==> src/rtl/encode_8b10b_lanes.sv <==
// Multi-lane 8b/10b encoder: LANES bytes per clock, running disparity chained lane 0 -> LANES-1.
// Optional idle fill (K28.5 words whenever the output slot is free) under ENC8B10B_IDLE_FILL_EN.
module encode_8b10b_lanes #(
  parameter int unsigned LANES = 2,
  parameter logic [7:0]  SUB_K = 8'hBC
) (
  input  logic                  clk,
  input  logic                  rst,
  input  logic                  in_valid,
  output logic                  in_ready,
  input  logic [8*LANES-1:0]    in_data,
  input  logic [LANES-1:0]      in_k,
  output logic                  out_valid,
  input  logic                  out_ready,
  output logic [10*LANES-1:0]   out_data,
  output logic [LANES-1:0]      out_k_err,
  output logic                  rd
);

  logic                r_out_valid;
  logic [10*LANES-1:0] r_out_data;
  logic [LANES-1:0]    r_out_k_err;
  logic                r_rd;

  logic                w_load;
  logic                w_idle;
  logic [10*LANES-1:0] w_code;
  logic [LANES-1:0]    w_err;
  logic                w_rd_next;

  function automatic logic f_legal_k(input logic [7:0] b);
    return (b[4:0] == 5'd28) ||
           ((b[7:5] == 3'd7) && ((b[4:0] == 5'd23) || (b[4:0] == 5'd27) ||
                                 (b[4:0] == 5'd29) || (b[4:0] == 5'd30)));
  endfunction

  // abcdei codes as seen from RD-
  function automatic logic [5:0] f_6b_neg(input logic [4:0] x);
    case (x)
      5'd0:  return 6'b100111;
      5'd1:  return 6'b011101;
      5'd2:  return 6'b101101;
      5'd3:  return 6'b110001;
      5'd4:  return 6'b110101;
      5'd5:  return 6'b101001;
      5'd6:  return 6'b011001;
      5'd7:  return 6'b111000;
      5'd8:  return 6'b111001;
      5'd9:  return 6'b100101;
      5'd10: return 6'b010101;
      5'd11: return 6'b110100;
      5'd12: return 6'b001101;
      5'd13: return 6'b101100;
      5'd14: return 6'b011100;
      5'd15: return 6'b010111;
      5'd16: return 6'b011011;
      5'd17: return 6'b100011;
      5'd18: return 6'b010011;
      5'd19: return 6'b110010;
      5'd20: return 6'b001011;
      5'd21: return 6'b101010;
      5'd22: return 6'b011010;
      5'd23: return 6'b111010;
      5'd24: return 6'b110011;
      5'd25: return 6'b100110;
      5'd26: return 6'b010110;
      5'd27: return 6'b110110;
      5'd28: return 6'b001110;
      5'd29: return 6'b101110;
      5'd30: return 6'b011110;
      default: return 6'b101011;
    endcase
  endfunction

  // fghj codes as seen from RD- (the RD left after the 6b sub-block)
  function automatic logic [3:0] f_4b_neg(input logic [2:0] y, input logic k, input logic alt);
    if (k) begin
      case (y)
        3'd0: return 4'b1011;
        3'd1: return 4'b0110;
        3'd2: return 4'b1010;
        3'd3: return 4'b1100;
        3'd4: return 4'b1101;
        3'd5: return 4'b0101;
        3'd6: return 4'b1001;
        default: return 4'b0111;
      endcase
    end
    case (y)
      3'd0: return 4'b1011;
      3'd1: return 4'b1001;
      3'd2: return 4'b0101;
      3'd3: return 4'b1100;
      3'd4: return 4'b1101;
      3'd5: return 4'b1010;
      3'd6: return 4'b0110;
      default: return alt ? 4'b0111 : 4'b1110;
    endcase
  endfunction

  // Returns {ending RD, abcdei fghj}
  function automatic logic [10:0] f_enc(input logic [7:0] b, input logic k, input logic rd_in);
    logic [4:0] x;
    logic [2:0] y;
    logic [5:0] s6;
    logic [3:0] s4;
    logic       rd6;
    logic       alt;
    logic       rd_out;
    x  = b[4:0];
    y  = b[7:5];
    s6 = (k && (x == 5'd28)) ? 6'b001111 : f_6b_neg(x);
    if (rd_in && (($countones(s6) != 3) || (x == 5'd7))) s6 = ~s6;
    rd6 = ($countones(s6) == 3) ? rd_in : ($countones(s6) > 3);
    alt = !k && (y == 3'd7) &&
          (rd_in ? ((x == 5'd11) || (x == 5'd13) || (x == 5'd14))
                 : ((x == 5'd17) || (x == 5'd18) || (x == 5'd20)));
    s4 = f_4b_neg(y, k, alt);
    if (rd6 && (k || ($countones(s4) != 2) || (y == 3'd3))) s4 = ~s4;
    rd_out = ($countones(s4) == 2) ? rd6 : ($countones(s4) > 2);
    return {rd_out, s6, s4};
  endfunction

  assign in_ready = !r_out_valid || out_ready;

`ifdef ENC8B10B_IDLE_FILL_EN
  assign w_load = in_ready;
  assign w_idle = !in_valid;
`else
  assign w_load = in_valid && in_ready;
  assign w_idle = 1'b0;
`endif

  always_comb begin
    logic       rd_v;
    logic [7:0] b;
    logic       k;
    logic       err;
    logic [10:0] enc;
    rd_v   = r_rd;
    w_code = '0;
    w_err  = '0;
    for (int i = 0; i < LANES; i++) begin
      b        = w_idle ? 8'hBC : in_data[8*i +: 8];
      k        = w_idle | in_k[i];
      err      = k && !f_legal_k(b);
      enc      = f_enc(err ? SUB_K : b, k, rd_v);
      w_err[i] = err;
      w_code[10*i +: 10] = enc[9:0];
      rd_v     = enc[10];
    end
    w_rd_next = rd_v;
  end

  always_ff @(posedge clk or posedge rst) begin
    if (rst) begin
      r_out_valid <= 1'b0;
      r_out_data  <= '0;
      r_out_k_err <= '0;
      r_rd        <= 1'b0;
    end else if (w_load) begin
      r_out_valid <= 1'b1;
      r_out_data  <= w_code;
      r_out_k_err <= w_err;
      r_rd        <= w_rd_next;
    end else if (out_ready) begin
      r_out_valid <= 1'b0;
    end
  end

  assign out_valid = r_out_valid;
  assign out_data  = r_out_data;
  assign out_k_err = r_out_k_err;
  assign rd        = r_rd;

endmodule

==> config.mk <==
export PLATFORM = sky130hd
export DESIGN_NAME = encode_8b10b_lanes
export DESIGN_NICKNAME = d
export VERILOG_FILES = /design/src/rtl/encode_8b10b_lanes.sv
export SDC_FILE = /design/constraint.sdc
export NUM_CORES = 1
export LEC_CHECK = 0
export ABC_AREA = 1
export BUFFER_PORTS_ARGS = -buffer_cell sky130_fd_sc_hd__buf_2
export CORE_MARGIN = 3
export CORE_UTILIZATION = 48
export CTS_CLUSTER_DIAMETER = 150
export DETAILED_ROUTE_END_ITERATION = 6
export PLACE_DENSITY = 0.79
export SYNTH_ARGS = -nofsm -noshare
export SYNTH_HDL_FRONTEND = slang
export SYNTH_SLANG_ARGS = --single-unit
==> constraint.sdc <==
create_clock -name clk -period 10.6 [get_ports clk]
set_clock_uncertainty 0.15 [all_clocks]
set_input_delay 1.06 -clock clk [delete_from_list [all_inputs] [get_ports clk]]
set_output_delay 1.06 -clock clk [all_outputs]
set_load 0.05 [all_outputs]
==> insert_results.sql <==
INSERT INTO impl_metrics (metric_group, metric, value, unit) VALUES
('die', 'die_width', '89.8', 'um'),
('die', 'die_area', '0.00806', 'mm2'),
('clocking', 'tritoncts.num_buffers', '3', ''),
('global_route', 'overflow', '0', ''),
('worst_setup_path', 'regToRegStartpoint', 'rd$_DFFE_PP0P_', ''),
('drt', 'antenna_violating_nets_remaining', '0', ''),
('synthesis', 'yosys.cell_types.count', '45', ''),
('clocking', 'tritoncts', 'done', ''),
('clocking', 'numClockSinks', '24', ''),
('worst_setup_path', 'worst-setup-path-type', 'in2reg', ''),
('drt', 'drt_pass1_iterations', '7', ''),
('synthesis', 'post-synth-top-area-cell', 'dfrtp_1', ''),
('job', 'max_cap_violations', '0', ''),
('worst_setup_path', 'critical_path.reg2reg.endpoint', 'rd$_DFFE_PP0P_', ''),
('timing', 'timing.final.crit_share', '1.17', ''),
('drt', 'detail_route.iter0.violations', '657', ''),
('die', 'pin_count', '47', ''),
('synthesis', 'ys.flop_type', 'dfrtp_1', ''),
('worst_setup_path', 'startpoint_type', 'input port', ''),
('min_path', 'min_path_type', 'reg2reg', ''),
('drt', 'finalWirelength', '15.6', 'mm'),
('timing', 'timing_max_transition_violations_final', '0', ''),
('min_path', 'hold_depth', '2', ''),
('timing', 'finalHoldViolations', '0', ''),
('min_path', 'hold_path_end', 'out_data[6]$_DFFE_PP0P_', ''),
('die', 'row_count', '29', ''),
('timing', 'worst-slew-pin-transition', '1.02', 'ns'),
('place', 'placed_cell_area', '0.00454', 'mm2'),
('timing', 'grt_setup_unrepaired', 'yes', ''),
('drt', 'route.detailed.drc', '31', ''),
('global_route', 'grt_antenna_before_repair', '0', ''),
('global_route', 'first_global_vias', '4442', ''),
('global_route', 'grt_start_max_net_pins', '27', ''),
('synthesis', 'post_synth_most_frequent_cells', 'nand2_1 (147), inv_1 (69), nand3_1 (41), ha_1 (36), dfrtp_1 (24)', ''),
('die', 'floorplan.die.height', '89.8', 'um'),
('layout', 'design.final.nets', '777', ''),
('synthesis', 'mappedNetlistArea', '0.00337', 'mm2'),
('clocking', 'number_of_hold_repair_buffers_added_at_the_cts_stage', '0', ''),
('layout', 'final_cell_area', '0.00542', 'mm2'),
('drt', 'route.vias.total', '4780', ''),
('synthesis', 'post_synthesis_mean_instance_area', '6.82', 'um2'),
('timing', 'max-slew-margin-rel', '0.321', ''),
('worst_setup_path', 'worst-r2r-setup-slack', '2.14', 'ns'),
('timing', 'report.final.setup_viol', '5', ''),
('run_status', 'violations', 'design-rule violations, negative setup slack', ''),
('worst_setup_path', 'ff2ff_path_depth', '42', ''),
('synthesis', 'synthesis_stage_register_bit_count', '24', ''),
('drt', 'avgRoutedWirePerCell', '19.5', 'um'),
('layout', 'layout.cells.non_filler', '799', ''),
('synthesis', 'cell_types_with_the_largest_area_share_after_synthesis', 'dfrtp_1 (18%), nand2_1 (16%), ha_1 (13%), inv_1 (7.7%), fa_1 (7.1%)', ''),
('layout', 'layout-area-overhead-vs-synth', '61.0', '%'),
('min_path', 'hp-start', 'out_data[6]$_DFFE_PP0P_', ''),
('global_route', 'groute.usage.overall', '0.321', ''),
('worst_setup_path', 'cp_common_cell', 'inv_2', ''),
('clocking', 'cts_max_level', '1', ''),
('synthesis', 'synth-edff-count', '0', ''),
('die', 'core_area', '0.00657', 'mm2'),
('layout', 'drive_gt1_frac', '0.489', ''),
('place', 'place_congestion', '0.898', ''),
('synthesis', 'netlist_instances', '494', ''),
('drt', 'via_per_inst', '5.98', ''),
('run_status', 'run_status', 'finished, violations left', ''),
('place', 'place_inst', '729', ''),
('timing', 'final.setup.worst_slack', '-1.79', 'ns'),
('synthesis', 'postSynth.asyncResetShare', '1.00', ''),
('worst_setup_path', 'critPathMaxFanout', '4', ''),
('synthesis', 'synthMostInstantiatedCell', 'nand2_1', ''),
('place', 'dp_hpwl', '7.50', 'mm'),
('die', 'initial_utilization', '0.513', ''),
('timing', 'timing.final.crit_period', '12.39', 'ns'),
('worst_setup_path', 'critical_path_arrival', '12.44', 'ns');
## logic make-up after synthesis
logic type               Yosys count  synth area share
XOR/XNOR                          10            0.0305
flip-flops                        24             0.178
multiplexers                       1           0.00297
buffers and inverters             91             0.109
AND/OR/NAND/NOR                  264             0.365
adder cells (fa/ha/maj)           48             0.205
AO/OA/AOI/OAI                     56             0.109
## worst max-delay path, delay by kind of cell
| family | cells | cell delay, ns |
|---|---|---|
| compound gates | 8 | 1.22 |
| buf+inv | 18 | 1.44 |
| xor+xnor | 2 | 0.39 |
| fa+ha+maj | 19 | 6.20 |
| simple gates | 17 | 1.88 |
| mux | 1 | 0.21 |
## per-layer routing
layer / up-vias / global-route usage / wire [um] / share of wire
met4: 0 / 0.245 / 1610 / 0.10
met2: 483 / 0.541 / 7120 / 0.46
met1: 2116 / 0.352 / 5140 / 0.33
li1: 1999 / - / - / -
met5: - / 0 / 0 / 0
met3: 182 / 0.0693 / 1750 / 0.11
## stage by stage
stage	TNS (ns)	hold WS, ns	worst slack [ns]
final	-4.87	0.334	-1.79
after global routing	-6.14	0.366	-2.04
after CTS	-0.709	0.338	-0.709
after detailed placement	-2.90	0.314	-1.41
after global placement	-1.26	0.309	-1.05
after floorplan	-0.926	0.610	-0.926
## cell type report
| class | count | area [um2] |
|---|---|---|
| multi-input combinational | 379 | 2720 |
| timing repair buffer | 216 | 1590 |
| fill | 366 | 1150 |
| sequential | 24 | 601 |
| inverter | 83 | 320 |
| tap | 93 | 116 |
| clock buffer | 3 | 41.3 |
| clock inverter | 1 | 30.0 |
## timing repair
| action | 4_1_cts | 5_1_grt |
|---|---|---|
| setup buffers | 51 | 16 |
| endpoints found under the hold margin | 0 | 0 |
| pin swaps | 11 | 49 |
| gates resized for setup | 28 | 48 |
| setup endpoints to repair | 5 | 5 |
## how the worst max path moves through the flow
stage	from	endpoint	slack, ns	depth (start not counted)
floorplan	in_data[1]	rd$_DFFE_PP0P_	-0.93	64
global placement	in_data[0]	rd$_DFFE_PP0P_	-1.05	66
detailed placement	in_data[7]	rd$_DFFE_PP0P_	-1.41	65
CTS	in_data[0]	rd$_DFFE_PP0P_	-0.71	69
global route	in_data[0]	rd$_DFFE_PP0P_	-2.04	69
finish	in_data[2]	rd$_DFFE_PP0P_	-1.79	65
## sequential cells by signal, indices dropped and copies added, names as in the netlist
name,cells
out_data,20
out_k_err,2
out_valid,1
rd,1
## placed cells by master (no fill, tap or decap), types with 2 or more instances in the layout
cell type    n
fa_1        12
o21ai_1      8
o22ai_1      4
nand4_1      7
nor2_2       6
buf_2       39
nand2_1    130
nor2_1      21
xor2_1       4
o21ai_2      9
nand2_2     29
ha_4        10
and2_4       2
nor3_1       3
nand3b_1     3
buf_6       12
ha_2         5
buf_4      163
nor3b_4      2
xor2_2       3
inv_1       53
a21boi_1     2
o21ai_0     11
dfrtp_1     24
nand3_2     11
inv_2       27
clkbuf_8     3
nand2_4      6
o211ai_1     5
ha_1        21
a31oi_1      5
nand3_1     37
nor2_4       3
a21oi_1      4
Power is left out: the tool's default activity adds up to more than one toggle a clock period on the data nets, which glitch-free logic cannot reach.
